**config.mk**
```make
export PLATFORM = sky130hd
export DESIGN_NAME = decode_queue
export DESIGN_NICKNAME = d
export VERILOG_FILES = /design/src/rtl/decode_queue.sv
export SDC_FILE = /design/constraint.sdc
export NUM_CORES = 1
export LEC_CHECK = 0
export CORE_ASPECT_RATIO = 0.6
export CORE_MARGIN = 2
export CORE_UTILIZATION = 55
export CTS_BUF_LIST = sky130_fd_sc_hd__clkbuf_16
export DETAILED_ROUTE_END_ITERATION = 7
export HOLD_SLACK_MARGIN = 0.06
export PLACE_DENSITY = 0.79
export SETUP_SLACK_MARGIN = 0.05
export SLEW_MARGIN = 10
export SYNTH_ARGS = -nofsm -noshare
export SYNTH_HDL_FRONTEND = slang
export SYNTH_SLANG_ARGS = --single-unit
export TNS_END_PERCENT = 1
```
**constraint.sdc**
```tcl
create_clock -name clk -period 4.12 [get_ports clk]
set_clock_uncertainty 0.1 [all_clocks]
set_input_delay 0.618 -clock clk [delete_from_list [all_inputs] [get_ports clk]]
set_output_delay 0.618 -clock clk [all_outputs]
set_load 0.1 [all_outputs]
```
**src/rtl/decode_queue.sv**
```systemverilog
// rtl/decode_queue.sv - instruction queue feeding a registered MIPS main decoder
// Optional CP0 decode (mtc0/mfc0/eret) is enabled by defining DECODE_CP0_EN.
module decode_queue #(
    parameter int DEPTH = 4,
    parameter int PC_W  = 32
) (
    input  logic            clk,
    input  logic            rst,
    input  logic            flush,
    input  logic            inst_valid,
    output logic            inst_ready,
    input  logic [31:0]     inst_in,
    input  logic [PC_W-1:0] pc_in,
    input  logic            out_ready,
    output logic            out_valid,
    output logic [31:0]     inst_out,
    output logic [PC_W-1:0] pc_out,
    output logic [19:0]     ctrl_out
);

    localparam int AW = $clog2(DEPTH);
    localparam logic [AW:0] DEPTH_C = DEPTH[AW:0];

    logic [31:0]     inst_mem_q [DEPTH];
    logic [PC_W-1:0] pc_mem_q   [DEPTH];
    logic [AW-1:0]   wr_ptr_q, wr_ptr_d;
    logic [AW-1:0]   rd_ptr_q, rd_ptr_d;
    logic [AW:0]     count_q, count_d;

    logic            out_valid_q;
    logic [31:0]     inst_out_q;
    logic [PC_W-1:0] pc_out_q;
    logic [19:0]     ctrl_q;
    logic            delay_q, delay_d;

    logic            push, load;
    logic [31:0]     head_inst;
    logic [5:0]      op, funct;
    logic [4:0]      rt;

    logic regwrite, regdst, alusrc, branch, mem_en, mem_wr;
    logic [1:0] memtoreg;
    logic gprtohi, gprtolo, jump, jumpr, write_al, al_inst;
    logic cp0write, is_syscall, is_break, is_eret, ri;

    assign inst_ready = (count_q < DEPTH_C);
    assign push       = inst_valid && inst_ready && !flush;
    assign load       = (count_q != '0) && (!out_valid_q || out_ready) && !flush;

    assign head_inst = inst_mem_q[rd_ptr_q];
    assign op        = head_inst[31:26];
    assign rt        = head_inst[20:16];
    assign funct     = head_inst[5:0];

    always_comb begin
        regwrite   = 1'b0;
        regdst     = 1'b0;
        alusrc     = 1'b0;
        branch     = 1'b0;
        mem_en     = 1'b0;
        mem_wr     = 1'b0;
        memtoreg   = 2'b00;
        gprtohi    = 1'b0;
        gprtolo    = 1'b0;
        jump       = 1'b0;
        jumpr      = 1'b0;
        write_al   = 1'b0;
        al_inst    = 1'b0;
        cp0write   = 1'b0;
        is_syscall = 1'b0;
        is_break   = 1'b0;
        is_eret    = 1'b0;
        ri         = 1'b0;
        case (op)
            6'h00: begin
                case (funct)
                    6'h00, 6'h02, 6'h03, 6'h04, 6'h06, 6'h07,
                    6'h20, 6'h21, 6'h22, 6'h23, 6'h24, 6'h25,
                    6'h26, 6'h27, 6'h2A, 6'h2B: begin
                        regwrite = 1'b1;
                        regdst   = 1'b1;
                    end
                    6'h18, 6'h19, 6'h1A, 6'h1B: begin
                        regwrite = 1'b1;
                        regdst   = 1'b1;
                        gprtohi  = 1'b1;
                        gprtolo  = 1'b1;
                    end
                    6'h10: begin
                        regwrite = 1'b1;
                        regdst   = 1'b1;
                        memtoreg = 2'b10;
                    end
                    6'h12: begin
                        regwrite = 1'b1;
                        regdst   = 1'b1;
                        memtoreg = 2'b11;
                    end
                    6'h11: gprtohi    = 1'b1;
                    6'h13: gprtolo    = 1'b1;
                    6'h0C: is_syscall = 1'b1;
                    6'h0D: is_break   = 1'b1;
                    6'h08: jumpr      = 1'b1;
                    6'h09: begin
                        jumpr    = 1'b1;
                        regwrite = 1'b1;
                        regdst   = 1'b1;
                        al_inst  = 1'b1;
                    end
                    default: ri = 1'b1;
                endcase
            end
            6'h01: begin
                case (rt)
                    5'b00000, 5'b00001: begin
                        branch = 1'b1;
                        alusrc = 1'b1;
                    end
                    5'b10000, 5'b10001: begin
                        branch   = 1'b1;
                        alusrc   = 1'b1;
                        regwrite = 1'b1;
                        al_inst  = 1'b1;
                        write_al = 1'b1;
                    end
                    default: ri = 1'b1;
                endcase
            end
            6'h02: jump = 1'b1;
            6'h03: begin
                jump     = 1'b1;
                regwrite = 1'b1;
                al_inst  = 1'b1;
                write_al = 1'b1;
            end
            6'h04, 6'h05, 6'h06, 6'h07: branch = 1'b1;
            6'h08, 6'h09, 6'h0A, 6'h0B, 6'h0C, 6'h0D, 6'h0E, 6'h0F: begin
                regwrite = 1'b1;
                alusrc   = 1'b1;
            end
            6'h20, 6'h21, 6'h23, 6'h24, 6'h25: begin
                regwrite = 1'b1;
                alusrc   = 1'b1;
                mem_en   = 1'b1;
                memtoreg = 2'b01;
            end
            6'h28, 6'h29, 6'h2B: begin
                alusrc = 1'b1;
                mem_en = 1'b1;
                mem_wr = 1'b1;
            end
`ifdef DECODE_CP0_EN
            6'h10: begin
                case (head_inst[25:21])
                    5'b00100: cp0write = 1'b1;
                    5'b00000: regwrite = 1'b1;
                    5'b10000: is_eret  = 1'b1;
                    default:  ri       = 1'b1;
                endcase
            end
`endif
            default: ri = 1'b1;
        endcase
    end

    always_comb begin
        wr_ptr_d = wr_ptr_q;
        rd_ptr_d = rd_ptr_q;
        count_d  = count_q;
        delay_d  = delay_q;
        if (flush) begin
            wr_ptr_d = '0;
            rd_ptr_d = '0;
            count_d  = '0;
            delay_d  = 1'b0;
        end else begin
            if (push) wr_ptr_d = wr_ptr_q + 1'b1;
            if (load) begin
                rd_ptr_d = rd_ptr_q + 1'b1;
                // Any control transfer arms the flag for the following instruction.
                delay_d  = branch | jump | jumpr;
            end
            case ({push, load})
                2'b10:   count_d = count_q + 1'b1;
                2'b01:   count_d = count_q - 1'b1;
                default: count_d = count_q;
            endcase
        end
    end

    always_ff @(posedge clk) begin
        if (push) begin
            inst_mem_q[wr_ptr_q] <= inst_in;
            pc_mem_q[wr_ptr_q]   <= pc_in;
        end
    end

    always_ff @(posedge clk or posedge rst) begin
        if (rst) begin
            wr_ptr_q <= '0;
            rd_ptr_q <= '0;
            count_q  <= '0;
            delay_q  <= 1'b0;
        end else begin
            wr_ptr_q <= wr_ptr_d;
            rd_ptr_q <= rd_ptr_d;
            count_q  <= count_d;
            delay_q  <= delay_d;
        end
    end

    always_ff @(posedge clk or posedge rst) begin
        if (rst) begin
            out_valid_q <= 1'b0;
            inst_out_q  <= '0;
            pc_out_q    <= '0;
            ctrl_q      <= '0;
        end else if (flush) begin
            out_valid_q <= 1'b0;
        end else if (load) begin
            out_valid_q <= 1'b1;
            inst_out_q  <= head_inst;
            pc_out_q    <= pc_mem_q[rd_ptr_q];
            ctrl_q      <= {regwrite, regdst, alusrc, branch, mem_en, mem_wr, memtoreg,
                            gprtohi, gprtolo, jump, jumpr, write_al, al_inst, cp0write,
                            is_syscall, is_break, is_eret, ri, delay_q};
        end else if (out_ready) begin
            out_valid_q <= 1'b0;
        end
    end

    assign out_valid = out_valid_q;
    assign inst_out  = inst_out_q;
    assign pc_out    = pc_out_q;
    assign ctrl_out  = ctrl_q;

endmodule

```
# Word level (Yosys, flattened, before mapping)
# Memories as Yosys holds them, arrays and structs flattened. A register that Yosys moved wholly into a read port is not among the register bits.
# Index checks and enable logic that the tools add are counted.
[classes] bitwise=3 magnitude_cmp=1 eq_ne=55 add_sub_neg=4 mux=41 reduce_logical=31
[ops] operator="6-bit equality test, second input constant" count=18
[ops] operator="6-bit by 4-bit equality test with 1-bit output, second input constant" count=12
[ops] operator="6-bit by 5-bit equality test with 1-bit output, second input constant" count=8
[ops] operator="6-bit by 3-bit equality test with 1-bit output, second input constant" count=7
[ops] operator="28-bit OR reduction" count=1
[ops] operator="1-bit 2-to-1 mux" count=27
[ops] operator="6-bit by 2-bit equality test with 1-bit output, second input constant" count=4
[ops] operator="23-bit OR reduction" count=1
[ops] operator="22-bit OR reduction" count=1
[ops] operator="16-bit OR reduction" count=1
[ops] operator="5-bit OR reduction" count=3
[ops] operator="14-bit OR reduction" count=1
[ops] operator="6-bit zero test" count=2
[ops] operator="5-bit equality test, second input constant" count=2
[ops] operator="1-bit case mux with 3 select lines" count=3
[ops] operator="3-bit nonzero test" count=3
[ops] operator="2-bit 2-to-1 mux" count=4
[ops] operator="2-bit case mux with 2 select lines" count=2
[ops] operator="4-bit OR reduction" count=2
[ops] operator="8-bit OR reduction" count=1
[ops] operator="6-bit by 1-bit equality test with 1-bit output, second input constant" count=1
[ops] operator="1-bit case mux with 2 select lines" count=3
[ops] operator="3-bit case mux with 2 select lines" count=1
[ops] operator="2-bit OR reduction" count=3
[ops] operator="other kinds (17)" count=24
[totals] memories=2 reg_bits=59 word_cells=144 ram_bits=256
[mem_list] name="inst_mem_q" depth=4 word_bits=32 rd=1 rd_clocked_by_memory_dff=0 write_ports=1 line="24" text="logic [31:0] inst_mem_q [DEPTH];"
[mem_list] name="pc_mem_q" depth=4 word_bits=32 rd=1 rd_clocked_by_memory_dff=1 write_ports=1 line="25" text="logic [PC_W-1:0] pc_mem_q [DEPTH];"

# Depth between registers and ports, before layout
# Gate-level depths: netlist of the first run.
# An unclocked memory read counts as a cell.
[logic_depth] ltp_word=9 ltp_mapped=9 ltp_nobuf=7

# Least setup slack after synthesis of the first run
# No wires, ideal clock.
[synth_timing] path_type="input to register" from="input port inst_valid" to="memory inst_mem_q[0][0] (enable)" setup_time_ns=0.429 n_path_buf=1 arrival_time_ns=2.588 path_slack_ns=1.003 stages=3 path_cell_list="nor2b_1 > clkbuf_1 > and3_1"
[synth_between] elab_chain_len=4
[synth_rtl] element="from (decl)" line="10" text="input logic inst_valid,"
[synth_rtl] element="1-bit logical AND (2 in series)" line="47" text="assign push = inst_valid && inst_ready && !flush;"
[synth_rtl] element="1-bit 2-to-1 mux" line="192" text="if (push) begin"
[synth_rtl] element="1-bit 2-to-1 mux (implied by the code)" line="193" text="inst_mem_q[wr_ptr_q] <= inst_in;"
[synth_rtl] element="to (decl)" line="24"
# No other way between the ends.

# Final worst setup path of the first run
[layout_timing] from="register rd_ptr_q[0]" to="register ctrl_q[12], in the netlist ctrl_out[12]"
[layout_between] elab_chain_len=4 elab_cells_between_ends=12
[layout_rtl] element="from (decl)" line="27" text="logic [AW-1:0] rd_ptr_q, rd_ptr_d;"
[layout_rtl] element="from (signal assigned)" line="206" text="rd_ptr_q <= rd_ptr_d;"
[layout_rtl] element="memory read 4 x 32 bit (*)"
[layout_rtl] element="6-bit by 5-bit equality test with 1-bit output or 6-bit equality test (tied branches)" line="76, 74"
[layout_rtl] element="2-bit case mux with 2 select lines or 5-bit OR reduction (tied branches)"
[layout_rtl] element="2-bit case mux with 2 select lines (*)" line="74" text="case (op)"
[layout_rtl] element="to (signal assigned)" line="224" text="ctrl_q <= {regwrite, regdst, alusrc, branch, mem_en, mem_wr, memtoreg,"
[layout_rtl] element="to (decl)" line="33" text="logic [19:0] ctrl_q;"
# Mark *: on every way between the ends. The rest lies on a longest branch, timed or not.
# A chain may end at the register's enable or synchronous reset.

==> results of run 1 <==
## layout by cell type, fill, tap and decap left out, types with 5 or more instances in the layout
cell             instances
a21oi_1                  9
buf_4                    9
clkbuf_16               29
clkdlybuf4s50_1        152
clkinv_2                 7
dfrtp_1                 89
edfxtp_1               256
inv_1                   18
mux4_1                   6
mux4_2                  58
nand2_1                200
nand2b_1                 5
nand3_1                  5
nor2_1                  13
o21ai_0                 17
## worst max-delay path, delay by kind of cell (launching register included)
kind / cells / cell delay, ns
simple gates: 2 / 0.80
flops: 1 / 0.76
mux: 1 / 0.68
compound gates: 2 / 0.25
buf+inv: 1 / 0.44
## cell type report
type | instances | share of cell area (%)
inverters | 12 | 0.2978
well taps | 315 | 2.468
clock buffers | 29 | 4.545
flip-flops and latches | 347 | 62.46
repair buffers | 165 | 10.45
clock inverters | 24 | 1.144
multi-input cells | 374 | 18.63
## routing by layer
layer	global-route usage, %	share of wire, %	up-vias
li1	-	-	3184
met1	34.64	45	3749
met2	34.73	46	299
met3	4.762	8.0	43
met4	4.380	1.6	2
met5	0	0.043	-
## power by group
group / total (mW) / internal, mW / switching, mW
sequential: 4.62 / 4.28 / 0.346
clock: 2.63 / 1.46 / 1.17
combinational: 5.00 / 1.31 / 3.68
## logic make-up (layout without fill, tap and decap cells)
| logic type | Yosys count | after routing |
|---|---|---|
| simple gates | 256 | 256 |
| buf+inv | 48 | 230 |
| fa+ha+maj | 5 | 5 |
| flops | 347 | 347 |
| compound gates | 41 | 41 |
| xor+xnor | 5 | 5 |
| other cells | 1 | 2 |
| mux | 65 | 65 |
## state kept, by name (all words and copies together), names as in the netlist
signal and flops:
delay_q 1, rd_ptr_q 2, inst_out 32, ctrl_out 18
wr_ptr_q 2, inst_mem_q 128, out_valid 1, pc_out 32
count_q 3, pc_mem_q 128
## path summary, 6_finish.rpt
check                            start      endpoint  cells after the start
max                        rd_ptr_q[0]  ctrl_out[12]                      6
min                          pc_out[8]     pc_out[8]                      2
max reg2reg                rd_ptr_q[0]  ctrl_out[12]                      6
min reg2reg                  pc_out[8]     pc_out[8]                      2
max in group asynchronous          rst    pc_out[23]                      3
min in group asynchronous          rst   ctrl_out[0]                      2
==> flow_summary.json, run 1 <==
{
  "post-route-worst-setup-slack_ns": 0.9962,
  "slew_headroom_pct": 32.29,
  "post_dp_cell_area_sq_mm": 0.01506,
  "tritoncts": "built",
  "final_nets": 1003,
  "post_drt_wl_per_cell_um": 21.98,
  "synth_mux_area_share_pct": 11.24,
  "final_antenna_net_count": 0,
  "cts_root_buffer": "clkbuf_16",
  "grt_max_degree": 69,
  "rsz0062_at_grt": "no",
  "synth_edf_count": 256,
  "path_clk_slew_ns": 0.07,
  "worst-setup-path-type": "register to register",
  "crit_fanout": 27,
  "vias": 7277,
  "regArea_sq_mm": 0.009972,
  "firstDrtPassIters": 6,
  "holdWs_ns": 0.3777,
  "grt_antenna_before_repair": 2,
  "portBuffers": 152,
  "grt-ovfl-total": 0,
  "layout_min_cycle_time_ns": 3.124,
  "setup.worst_path.end_class": "register",
  "ctsResizeCount": 0,
  "drt_wl_total_mm": 27.83,
  "layout-drive-gt1-share_pct": 13.77,
  "yosysWarnings": 0,
  "post-place-ws_ns": 0.9543,
  "syn_avg_cell_area_sq_um": 17.08,
  "die_area_sq_mm": 0.02514,
  "yosys.area_share.simple_pct": 8.364,
  "dominantRegCellSynth": "edfxtp_1",
  "cts_htree_levels": 1,
  "final_util_pct": 68.70,
  "hp-class": "register to register",
  "drv_cap": 0,
  "clock_latency_ns": 0.54,
  "worstPathCellList": "buf_4 > mux4_2 > nor3b_1 > nor4b_1 > a21oi_1 > o21ai_0",
  "die-width_um": 203.4,
  "numClockSinks": 347,
  "leakage_nw": 5.861,
  "hpwl_mm": 17.39,
  "layoutNonFillerInstCount": 1266,
  "io_pins": 155,
  "synth_xor_area_share_pct": 0.3338,
  "maxSlewViolCount": 0,
  "reg2reg_slack_ns": 1.0,
  "synth_top_family_by_area": "multiplexers",
  "synth_most_common_cell": "edfxtp_1",
  "crit_path_start_kind": "register",
  "synth_area_leader_cell": "edfxtp_1",
  "hold_buffers": 0,
  "multi_input_area_sq_mm": 0.002975,
  "synth_area_leaders": "edfxtp_1 59%, dfrtp_1 17%, mux4_2 10%",
  "peakVddDrop_uv": 538.4,
  "antenna_cells": 0,
  "via_per_inst": 5.748,
  "grt_use_total_pct": 22.68,
  "setup_viol": 0,
  "hold_viol": 0,
  "worstPathRequired_ns": 4.49,
  "ys_seq_elements": 347,
  "grt_pass1_vias": 7120,
  "fin_tns_setup_ns": 0,
  "max_freq_mhz": 320.1,
  "cp_slowest_cell": "dfrtp_4",
  "synth_area_sq_mm": 0.01312,
  "row_count": 43,
  "fin_crit_sh_pct": 75.82,
  "areaGrowthSynthToFinish_pct": 21.71,
  "coreArea_sq_mm": 0.02324,
  "synthCells": 768,
  "final_cell_area_sq_mm": 0.01597,
  "cts_buffers": 29,
  "synthAdderAreaFrac_pct": 0.5341,
  "drc": 0,
  "dp_cells": 1213,
  "cpPeakStageDelay_ns": 0.76,
  "worst_pin_slew_ns": 1.013,
  "dieHeight_um": 123.6,
  "critPathArrivalTime_ns": 3.49,
  "synth_compound_area_share_pct": 1.927,
  "clk_path_buf_depth": 3,
  "power.density_mw_per_mm2": 767.2,
  "seq_area_frac_synth_pct": 75.96,
  "initialDrtViolationCount": 658,
  "status": "complete, no violations",
  "total_power_mw": 12.25,
  "synth_cell_types": 52,
  "grt_pass1_wl_mm": 42.34,
  "fill_cells": 1547,
  "yosys-top-cells-count": "256 x edfxtp_1, 200 x nand2_1, 91 x dfrtp_1, 58 x mux4_2, 17 x o21ai_0",
  "gp_congestion": 0.7923,
  "ys_async_sr_fraction_pct": 26.22,
  "yosysTopAreaCellShare_pct": 58.60,
  "postCtsSetupRepairBufs": 0,
  "start_util_pct": 56.44
}
Power figures use the tool's default switching activity.
==> inputs of run 2 (changes only) <==
--- a/config.mk
+++ b/config.mk
@@ -7,11 +7,11 @@
 export LEC_CHECK = 0
 export CORE_ASPECT_RATIO = 0.6
 export CORE_MARGIN = 2
-export CORE_UTILIZATION = 55
+export CORE_UTILIZATION = 50
 export CTS_BUF_LIST = sky130_fd_sc_hd__clkbuf_16
 export DETAILED_ROUTE_END_ITERATION = 7
 export HOLD_SLACK_MARGIN = 0.06
-export PLACE_DENSITY = 0.79
+export PLACE_DENSITY = 0.75
 export SETUP_SLACK_MARGIN = 0.05
 export SLEW_MARGIN = 10
 export SYNTH_ARGS = -nofsm -noshare
==> constraint.sdc (replaced) <==
create_clock -name clk -period 2.56 [get_ports clk]
set_clock_uncertainty 0.1 [all_clocks]
set_input_delay 0.384 -clock clk [delete_from_list [all_inputs] [get_ports clk]]
set_output_delay 0.384 -clock clk [all_outputs]
set_load 0.1 [all_outputs]
==> flow_summary.json, run 2 (synthesis gave the netlist of run 1 again) <==
{
  "crit_path_start_kind": "register",
  "grt_antenna_before_repair": 2,
  "maxSlewViolCount": 0,
  "worstPathRequired_ns": 2.95,
  "dp_cells": 1270,
  "path_buf_inv": 1,
  "dieHeight_um": 129.5,
  "worst_pin_slew_ns": 0.5520,
  "final_nets": 1031,
  "cts_buffers": 30,
  "crit_family": "simple AND/OR/NAND/NOR gates",
  "slew_headroom_pct": 63.20,
  "worstPathCellList": "buf_6 > mux4_2 > or4_4 > nor3_4 > and3_1 > a32o_2",
  "final_common_cell": "edfxtp_1",
  "io_pins": 155,
  "vias": 7203,
  "cp_slowest_cell": "or4_4",
  "hpwl_mm": 17.41,
  "gp_congestion": 0.8547,
  "critPathArrivalTime_ns": 2.87,
  "grt_max_degree": 92,
  "reg_top3": "inst_mem_q: 128 flops, pc_mem_q: 128 flops",
  "fin_crit_sh_pct": 96.67,
  "grt-ovfl-total": 0,
  "cts_root_buffer": "clkbuf_16",
  "cts_htree_levels": 1,
  "die_area_sq_mm": 0.02759,
  "layout_min_cycle_time_ns": 2.475,
  "post-route-worst-setup-slack_ns": 0.08520,
  "p_int_mw": 11.44,
  "post_drt_wl_per_cell_um": 20.89,
  "clk_path_buf_depth": 3,
  "drt_wl_total_mm": 27.85,
  "coreArea_sq_mm": 0.02551,
  "hp-class": "input port to asynchronous set/reset pin",
  "total_power_mw": 19.95,
  "power.density_mw_per_mm2": 1235,
  "rsz0062_at_grt": "yes",
  "clock_latency_ns": 0.56,
  "start_util_pct": 51.43,
  "areaGrowthSynthToFinish_pct": 23.17,
  "numClockSinks": 347,
  "layout_common_cells": "256 x edfxtp_1, 200 x nand2_1, 111 x buf_4",
  "clockPowerShare_pct": 22.0,
  "p_switching_mw": 8.507,
  "post-place-ws_ns": 0.01270,
  "grt_pass1_wl_mm": 42.81,
  "drc": 0,
  "setup_viol": 0,
  "die-width_um": 213.1,
  "holdWs_ns": 0.2578,
  "layoutNonFillerInstCount": 1333,
  "hold_viol": 0,
  "tritoncts": "built",
  "fill_cells": 1808,
  "grt_pass1_vias": 7249,
  "drv_cap": 0,
  "seqPwrFrac_pct": 36.9,
  "status": "complete, no violations",
  "peakVddDrop_uv": 985.1,
  "fin_tns_setup_ns": 0,
  "leakage_nw": 6.147,
  "max_freq_mhz": 404.1,
  "setup.worst_path.end_class": "register",
  "comb_power_share_pct": 41.1,
  "via_per_inst": 5.404,
  "firstDrtPassIters": 5,
  "initialDrtViolationCount": 658,
  "crit_fanout": 6,
  "layout-drive-gt1-share_pct": 25.31,
  "grt_use_total_pct": 20.70,
  "hold_buffers": 0,
  "final_antenna_net_count": 0,
  "portBuffers": 152,
  "worst-setup-path-type": "register to register",
  "path_clk_slew_ns": 0.07,
  "cpPeakStageDelay_ns": 0.57,
  "row_count": 45,
  "switching_share_pct": 42.64
}
## run 2: cell types whose count changed in the layout (fill, tap and decap cells not counted), moves of 2 or more
| cell | delta |
|---|---|
| buf_12 | +7 |
| buf_4 | +102 |
| buf_6 | +2 |
| clkbuf_16 | +3 |
| clkdlybuf4s50_1 | -84 |
| clkinv_1 | +3 |
| inv_1 | -2 |
## run 2: final timing paths
| check | startpoint | end | slack (ns) | cells after the start |
|---|---|---|---|---|
| min in group clk | inst_in[9] | inst_mem_q[1][9] | 0.36 | 1 |
| worst min register to register | pc_out[5] | pc_out[5] | 0.38 | 2 |
| worst max register to register | rd_ptr_q[0] | ctrl_out[4] | 0.09 | 6 |
| max in group asynchronous | rst | rd_ptr_q[1] | 1.66 | 3 |
| worst min-delay path | rst | inst_out[23] | 0.26 | 3 |
| worst max-delay path | rd_ptr_q[0] | ctrl_out[4] | 0.09 | 6 |
## run 2: worst register-to-register path, cell delays in order, from the launching register on
cell and delay [ns]:
dfrtp_4 0.47, buf_6 0.15, mux4_2 0.53, or4_4 0.57
nor3_4 0.21, and3_1 0.21, a32o_2 0.17
## run 2: metal layers
| layer | share of wire, % | GRT usage (%) |
|---|---|---|
| met5 | 0.047 | 0 |
| met3 | 7.6 | 4.896 |
| met2 | 43 | 30.01 |
| met4 | 1.3 | 3.291 |
| met1 | 48 | 32.76 |
## run 2: metrics by stage
step / util, % / area (sq um)
4_1_cts: 63.25 / 16130
3_3_place_gp: 59.34 / 15130
3_5_place_dp: 59.34 / 15130
2_1_floorplan: - / 13130
6_report: 63.35 / 16160
5_1_grt: 63.34 / 16160
## run 2: power groups by stage
stage	registers, mW	clock network (mW)	logic, mW
final	7.37	4.38	8.20
after global routing	7.45	4.68	8.62
after CTS	7.38	4.47	8.23
after detailed placement	7.49	0	8.14
after global placement	7.47	0	8.06
after floorplan	11.3	0	2.29
## run 2: final cells by class
class / instances / area [sq um] / area share (%)
repair buffers: 192 / 1757 / 10.87
inverters: 12 / 48.80 / 0.3020
multi-input cells: 374 / 2985 / 18.48
diodes: 1 / 2.502 / 0.01549
well taps: 352 / 440.4 / 2.726
clock buffers: 32 / 800.8 / 4.956
clock inverters: 23 / 150.1 / 0.9292
flip-flops and latches: 347 / 9973 / 61.72
## run 2: repair_timing
item,4_1_cts,5_1_grt
pin swaps,1,1
gates resized for setup,5,4
endpoints found under the setup margin,6,13
buffers inserted,5,2
